`config.mk`:
```
export PLATFORM = sky130hd
export DESIGN_NAME = sram_mem_ctrl_flat
export DESIGN_NICKNAME = d
export VERILOG_FILES = /design/src/rtl/sram_mem_ctrl_pkg.sv /design/src/rtl/sram_mem_ctrl_if.sv /design/src/rtl/sram_mem_ctrl_phase.sv /design/src/rtl/sram_mem_ctrl.sv /design/src/flat_wrapper.sv
export SDC_FILE = /design/constraint.sdc
export NUM_CORES = 1
export LEC_CHECK = 0
export ABC_AREA = 1
export CORE_MARGIN = 4
export CORE_UTILIZATION = 30
export CTS_BUF_LIST = sky130_fd_sc_hd__clkbuf_8
export CTS_CLUSTER_SIZE = 10
export DETAILED_ROUTE_END_ITERATION = 8
export MAX_ROUTING_LAYER = met4
export PLACE_DENSITY = 0.67
export SETUP_SLACK_MARGIN = 0.2
export SYNTH_ARGS = -nofsm -noshare
export SYNTH_HDL_FRONTEND = slang
export SYNTH_SLANG_ARGS = --single-unit
```
`constraint.sdc`:
```
create_clock -name clk -period 3.4 [get_ports clk]
set_input_delay 0.34 -clock clk [delete_from_list [all_inputs] [get_ports clk]]
set_output_delay 0.34 -clock clk [all_outputs]
set_load 0.05 [all_outputs]
```
`src/rtl/sram_mem_ctrl_pkg.sv`:
```
// Shared types for the MEM-stage SRAM controller: FSM state encoding,
// SRAM data width, access opcode, and byte-address to word-index helper.
package arm_mem_pkg;

    localparam logic [1:0] ST_IDLE_ENC = 2'd0;
    localparam logic [1:0] ST_LO_ENC   = 2'd1;
    localparam logic [1:0] ST_HI_ENC   = 2'd2;
    localparam logic [1:0] ST_DONE_ENC = 2'd3;

    typedef enum logic [1:0] {
        IDLE = ST_IDLE_ENC,
        LO   = ST_LO_ENC,
        HI   = ST_HI_ENC,
        DONE = ST_DONE_ENC
    } state_t;

    localparam int SRAM_DQ_W = 16;

    typedef enum logic {
        OP_RD = 1'b0,
        OP_WR = 1'b1
    } op_t;

    // Word index of a byte address relative to the SRAM window base
    function automatic logic [31:0] word_index(
        input logic [31:0] addr,
        input logic [31:0] base
    );
        return (addr - base) >> 2;
    endfunction

endpackage

```
`src/rtl/sram_mem_ctrl_if.sv`:
```
// Requester-side bundle between the EXE/MEM register and the controller.
// master: pipeline (drives rd_en/wr_en/addr/wr_data); slave: controller.
interface sram_mem_ctrl_if;

    logic        rd_en;
    logic        wr_en;
    logic [31:0] addr;
    logic [31:0] wr_data;
    logic [31:0] rd_data;
    logic        ready;

    modport master (
        output rd_en, wr_en, addr, wr_data,
        input  rd_data, ready
    );

    modport slave (
        input  rd_en, wr_en, addr, wr_data,
        output rd_data, ready
    );

endinterface

```
`src/rtl/sram_mem_ctrl_phase.sv`:
```
// sram_phase_timer: counts cycles within one SRAM half-word phase.
// Ports: clk, rst (sync, high), start (clear on phase entry), last, near_last.
module sram_phase_timer #(
    parameter int WAIT_CYCLES = 2
) (
    input  logic clk,
    input  logic rst,
    input  logic start,
    output logic last,
    output logic near_last
);

    localparam int CW = $clog2(WAIT_CYCLES);
    localparam logic [CW-1:0] TERM = CW'(WAIT_CYCLES - 1);
    localparam logic [CW-1:0] PEN  = CW'(WAIT_CYCLES - 2);

    logic [CW-1:0] cnt;

    // Saturates at TERM outside a phase; start re-arms it at the entry edge
    always_ff @(posedge clk) begin
        if (rst || start) begin
            cnt <= '0;
        end else if (cnt != TERM) begin
            cnt <= cnt + 1'b1;
        end
    end

    assign last      = (cnt == TERM);
    // Next cycle is the last one: write strobe must rise now for hold time
    assign near_last = (cnt == PEN);

endmodule

```
`src/rtl/sram_mem_ctrl.sv`:
```
// sram_mem_ctrl: splits 32-bit MEM-stage loads/stores into two 16-bit SRAM phases.
// Ports: clk, rst (sync, high), req (slave bundle), sram_* async SRAM pins.
// Option: define SRAM_CTRL_POSTED_WRITE_EN to release the pipeline on write accept.
module sram_mem_ctrl
    import arm_mem_pkg::*;
#(
    parameter int ADDR_W      = 18,
    parameter int WAIT_CYCLES = 2,
    parameter int BASE_ADDR   = 1024
) (
    input  logic                 clk,
    input  logic                 rst,
    sram_mem_ctrl_if.slave       req,
    output logic [ADDR_W-1:0]    sram_addr,
    output logic [SRAM_DQ_W-1:0] sram_dq_out,
    output logic                 sram_dq_oe,
    input  logic [SRAM_DQ_W-1:0] sram_dq_in,
    output logic                 sram_we_n,
    output logic                 sram_oe_n
);

    state_t                state;
    op_t                   op;
    logic [ADDR_W-2:0]     word_q;
    logic [31:0]           wdata_q;
    logic [SRAM_DQ_W-1:0]  lo_buf;
    logic [31:0]           rd_data_q;
    logic                  we_n_q;

    logic        any_req;
    op_t         acc_op;
    logic [31:0] word_in;
    logic        start;
    logic        last;
    logic        near_last;
    logic        posted_ok;

    assign any_req = req.rd_en | req.wr_en;
    // Simultaneous rd_en/wr_en resolves to a read
    assign acc_op  = req.rd_en ? OP_RD : OP_WR;
    assign word_in = word_index(req.addr, 32'(BASE_ADDR));
    assign start   = ((state == IDLE) && any_req) || ((state == LO) && last);

`ifdef SRAM_CTRL_POSTED_WRITE_EN
    assign posted_ok = req.wr_en & ~req.rd_en;
`else
    assign posted_ok = 1'b0;
`endif

    assign req.ready = (state == DONE)
                     || ((state == IDLE) && (!any_req || posted_ok));
    assign req.rd_data = rd_data_q;

    // Reset must never start or extend a write pulse
    assign sram_we_n = we_n_q | rst;

    sram_phase_timer #(
        .WAIT_CYCLES (WAIT_CYCLES)
    ) u_timer (
        .clk       (clk),
        .rst       (rst),
        .start     (start),
        .last      (last),
        .near_last (near_last)
    );

    always_ff @(posedge clk) begin
        if (rst) begin
            state       <= IDLE;
            op          <= OP_RD;
            word_q      <= '0;
            wdata_q     <= '0;
            lo_buf      <= '0;
            rd_data_q   <= '0;
            sram_addr   <= '0;
            sram_dq_out <= '0;
            sram_dq_oe  <= 1'b0;
            we_n_q      <= 1'b1;
            sram_oe_n   <= 1'b1;
        end else begin
            unique case (state)
                IDLE: begin
                    if (any_req) begin
                        state     <= LO;
                        op        <= acc_op;
                        word_q    <= (ADDR_W-1)'(word_in);
                        wdata_q   <= req.wr_data;
                        sram_addr <= {(ADDR_W-1)'(word_in), 1'b0};
                        if (acc_op == OP_WR) begin
                            sram_dq_oe  <= 1'b1;
                            sram_dq_out <= req.wr_data[15:0];
                            we_n_q      <= 1'b0;
                        end else begin
                            sram_oe_n <= 1'b0;
                        end
                    end
                end
                LO: begin
                    if (last) begin
                        state     <= HI;
                        sram_addr <= {word_q, 1'b1};
                        if (op == OP_WR) begin
                            sram_dq_out <= wdata_q[31:16];
                            we_n_q      <= 1'b0;
                        end else begin
                            lo_buf <= sram_dq_in;
                        end
                    end else if (near_last) begin
                        we_n_q <= 1'b1;
                    end
                end
                HI: begin
                    if (last) begin
                        // Posted writes already released the pipeline
                        state      <= (op == OP_WR && posted_ok_q()) ? IDLE : DONE;
                        we_n_q     <= 1'b1;
                        sram_oe_n  <= 1'b1;
                        sram_dq_oe <= 1'b0;
                        if (op == OP_RD) begin
                            rd_data_q <= {sram_dq_in, lo_buf};
                        end
                    end else if (near_last) begin
                        we_n_q <= 1'b1;
                    end
                end
                DONE: begin
                    state <= IDLE;
                end
                default: begin
                    state <= IDLE;
                end
            endcase
        end
    end

    function automatic logic posted_ok_q();
`ifdef SRAM_CTRL_POSTED_WRITE_EN
        return 1'b1;
`else
        return 1'b0;
`endif
    endfunction

endmodule

```
`src/flat_wrapper.sv`:
```
// flat-port wrapper written by rule: the top's interface ports become plain ports
module sram_mem_ctrl_flat import arm_mem_pkg::*;
#(
    parameter int ADDR_W      = 18,
    parameter int WAIT_CYCLES = 2,
    parameter int BASE_ADDR   = 1024
)
  (clk, rst, sram_addr, sram_dq_out, sram_dq_oe, sram_dq_in, sram_we_n, sram_oe_n, req_rd_en, req_wr_en, req_addr, req_wr_data, req_rd_data, req_ready);
  sram_mem_ctrl_if req_i ();
  input  logic clk;
  input  logic rst;
  output logic [ADDR_W-1:0] sram_addr;
  output logic [SRAM_DQ_W-1:0] sram_dq_out;
  output logic sram_dq_oe;
  input  logic [SRAM_DQ_W-1:0] sram_dq_in;
  output logic sram_we_n;
  output logic sram_oe_n;
  input wire logic [$bits(req_i.rd_en)-1:0] req_rd_en;
  input wire logic [$bits(req_i.wr_en)-1:0] req_wr_en;
  input wire logic [$bits(req_i.addr)-1:0] req_addr;
  input wire logic [$bits(req_i.wr_data)-1:0] req_wr_data;
  output wire logic [$bits(req_i.rd_data)-1:0] req_rd_data;
  output wire logic [$bits(req_i.ready)-1:0] req_ready;
  assign req_i.rd_en = req_rd_en;
  assign req_i.wr_en = req_wr_en;
  assign req_i.addr = req_addr;
  assign req_i.wr_data = req_wr_data;
  assign req_rd_data = req_i.rd_data;
  assign req_ready = req_i.ready;
  sram_mem_ctrl #(.ADDR_W(ADDR_W), .WAIT_CYCLES(WAIT_CYCLES), .BASE_ADDR(BASE_ADDR)) u_core (.clk(clk), .rst(rst), .req(req_i), .sram_addr(sram_addr), .sram_dq_out(sram_dq_out), .sram_dq_oe(sram_dq_oe), .sram_dq_in(sram_dq_in), .sram_we_n(sram_we_n), .sram_oe_n(sram_oe_n));
endmodule
```
==> run_results.csv <==
group,metric,value,unit
run_status,status,"finished, final reports clean",
grt,track_usage,16.0,%
clock_tree,clock_sinks,122,
timing,tns,0,ns
power_and_ir_drop,ir_drop,0.485,mV
critical_path,cpMostUsedCell,"inv_1",
grt,grt_pass1_vias,4687,
critical_path,cp_top_family,"buffers and inverters",
synth,synth_area,4940,um2
clock_tree,cts_hold_buf,0,
die,fp.dieW,136,um
synth,synth.distinct_cells,30,
synth,ys_seq_area_share,49.4,%
finish,n_antenna_cell,0,
detailed_routing,viasPerCell,4.54,
grt,grt_pass1_wl,23100,um
timing,timing.fmax,358,MHz
synth,yosysWarnings,0,
critical_path,end_kind,"output pin",
critical_path,r2r_end,"u_core.sram_dq_out[0]",
power_and_ir_drop,leakagePower,0.00296,uW
synth,syn-num-nets,765,
clock_tree,numCtsBuffers,17,
detailed_routing,drc,0,
clock_tree,clk_latency,0.43,ns
grt,grt_antenna_before_repair,0,
die,rows,46,
timing,fin_ws,0.608,ns
critical_path,r2r-start,"u_core.state[1]",
detailed_routing,met1Wirelength,6710,um
critical_path,critical_path_required,3.06,ns
power_and_ir_drop,power.density,869,nW/um2
detailed_routing,routed_wl,13900,um
finish,layout.core_utilization,43.2,%
timing,hold_violations,0,
critical_path,r2r_slack,1.26,ns
timing,finalClockSkew,0.0136,ns
grt,grt-ovfl-total,0,
power_and_ir_drop,design_power_total,6010,uW
finish,fin_nets,891,
clock_tree,cts_resized,0,
clock_tree,postCtsSetupBuffers,0,
place,pre_cts_slack,0.904,ns
die,start_util,30.9,%
place,portBuffers,138,
timing,slew_headroom,47.0,%
critical_path,r2r_cells,9,
critical_path,critical_path_class,"reg -> out",
synth,synth_top_area_cell,"dfxtp_1",
timing,setup_viol,0,
critical_path,worstPathBufferInverterCount,3,
timing,period_needed,2.79,ns
die,die_h,136,um
timing,rsz0062_at_grt,"no",
place,hpwl,9160,um
die,core,16000,um2
timing,worst_slew_pin_slew,0.794,ns
clock_tree,root_buffer,"clkbuf_8",
synth,synth.top_cell.area_share,49.4,%
critical_path,path_cells,"inv_1, ha_1, nand2_2, inv_1, or2_2, clkdlybuf4s50_1",
worst_hold_path,hold_start,"u_core.sram_addr[11]",
timing,finalMaxSlewViolations,0,
detailed_routing,drtPass1Iterations,5,
critical_path,cp.arrival,2.45,ns
worst_hold_path,hp-class,"reg -> reg",
detailed_routing,vias,4676,
detailed_routing,top_layer,"met4",
place,place.gp.congestion,0.786,
finish,fill_cells,1703,
clock_tree,cts.path.max_buffers,2,
finish,drive_gt1_share,7.48,%
detailed_routing,initialDrtViolationCount,237,
synth,ys_ff_latch,122,
critical_path,cp_max_fo,7,
clock_tree,clk_pin_slew,0.07,ns
critical_path,critPathSlowestCell,"clkdlybuf4s50_1",
detailed_routing,routedWlPerCell,13.4,um
die,io_pins,154,
critical_path,critPathMaxStageDelay,0.73,ns
die,dieArea,18600,um2
synth,syn_area_per_cell,7.31,um2
detailed_routing,met3_length,1090,um
grt,grt_max_degree,64,
critical_path,critPathLaunchType,"flip-flop",
timing,finalHoldWorstSlack,0.474,ns
run,drv_cap,0,
worst_hold_path,hold_end,"u_core.sram_addr[11]",
detailed_routing,dr_wl_met2,5880,um
clock_tree,cts_tree,"yes",
synth,synth.area.top_cells,"dfxtp_1 (49%), nor2_1 (15%), o21ai_0 (11%), nand2_1 (6.9%), a21oi_1 (2.7%)",
timing,fin_crit_sh,82.1,%
finish,syn2layout_area_growth,40.0,%
clock_tree,htreeDepth,4,
synth,synth_cells,676,
worst_hold_path,hold_depth,2,
detailed_routing,ant_nets,0,
==> worst reg2reg max path: stages (launching register included) <==
cell and delay, ns:
dfxtp_1 0.36, inv_1 0.09, ha_2 0.36, buf_4 0.30, inv_2 0.09, nor2_2 0.05, nor2_2 0.50, nand4_1 0.16
nand2_1 0.10, nor2_1 0.04
==> cell families after synthesis <==
| group | count (synthesis) | share of synthesized area, % |
|---|---|---|
| AND/OR/NAND/NOR | 327 | 27.1 |
| AO/OA/AOI/OAI | 148 | 15.7 |
| flip-flops | 122 | 49.4 |
| buffers and inverters | 71 | 5.95 |
| adder cells (fa/ha/maj) | 5 | 1.27 |
| XOR/XNOR | 3 | 0.532 |
==> cells in the final DEF (no fill, tap or decap), drive strengths merged, types with 4 or more instances in the layout <==
| master | synthesis | routed |
|---|---|---|
| nand3 | 6 | 6 |
| dfxtp | 122 | 122 |
| nand4 | 17 | 17 |
| a21oi | 27 | 27 |
| o21ai | 111 | 111 |
| inv | 32 | 36 |
| clkdlybuf4s50 | 0 | 138 |
| nor2 | 200 | 200 |
| clkinv | 0 | 4 |
| clkbuf | 27 | 18 |
| o21bai | 6 | 6 |
| nand2 | 97 | 97 |
| or2 | 4 | 4 |
| ha | 5 | 5 |
| buf | 12 | 8 |
==> power by group <==
| part | internal, uW | switching, uW | total, uW |
|---|---|---|---|
| Clock | 763 | 637 | 1400 |
| Combinational | 831 | 1790 | 2620 |
| Sequential | 1810 | 182 | 1990 |
| Total | 3400 | 2610 | 6010 |
==> final cells by class <==
cell class / count / area (um2) / share of cell area [%]
clock buffer: 18 / 248 / 3.58
clock inverter: 14 / 188 / 2.71
inverter: 32 / 120 / 1.74
multi-input combinational: 483 / 2210 / 31.9
sequential: 122 / 2440 / 35.3
tap: 216 / 270 / 3.91
timing repair buffer: 146 / 1440 / 20.8
==> state kept, by name, indices dropped and copies added (netlist names) <==
name                 flops
u_core.req.rd_data      32
u_core.sram_addr        18
u_core.word_q           17
u_core.lo_buf           16
u_core.sram_dq_out      16
u_core.wdata_q          16
u_core.state             2
u_core.op                1
u_core.sram_dq_oe        1
u_core.sram_oe_n         1
u_core.u_timer.last      1
u_core.we_n_q            1
==> worst max-delay path by stage <==
stage / endpoint / cells after the start / startpoint / slack (ns)
final: req_ready / 6 / u_core.state[0] / 0.61
after global routing: req_ready / 6 / u_core.state[0] / 0.45
after CTS: req_ready / 6 / u_core.state[0] / 0.57
after detailed placement: req_ready / 6 / req_rd_en / 0.90
after global placement: req_ready / 6 / req_rd_en / 0.91
after floorplan: req_ready / 5 / u_core.state[0] / 1.75
==> synth_stat cells, drive strengths merged <==
library cell / instances
nor2: 200
nand2: 97
ha: 5
nand4: 17
or2: 4
inv: 32
o211ai: 3
o21ai: 111
a21oi: 27
dfxtp: 122
nand3: 6
o21bai: 6
xor2: 2
xnor2: 1
clkbuf: 27
buf: 12
nor3: 3
o31ai: 1
==> layer usage <==
layer	up-vias	GRT usage, %
li1	2435	-
met1	2100	20.8
met2	128	23.3
met3	13	5.37
met4	0	5.71
met5	-	-
==> stage by stage <==
stage,cells,area [um2]
after floorplan,676,4940
after global placement,999,6480
after detailed placement,999,6480
after CTS,1031,6920
after global routing,1031,6920
final,1031,6920
No activity file was read; power rests on OpenSTA's default activity.
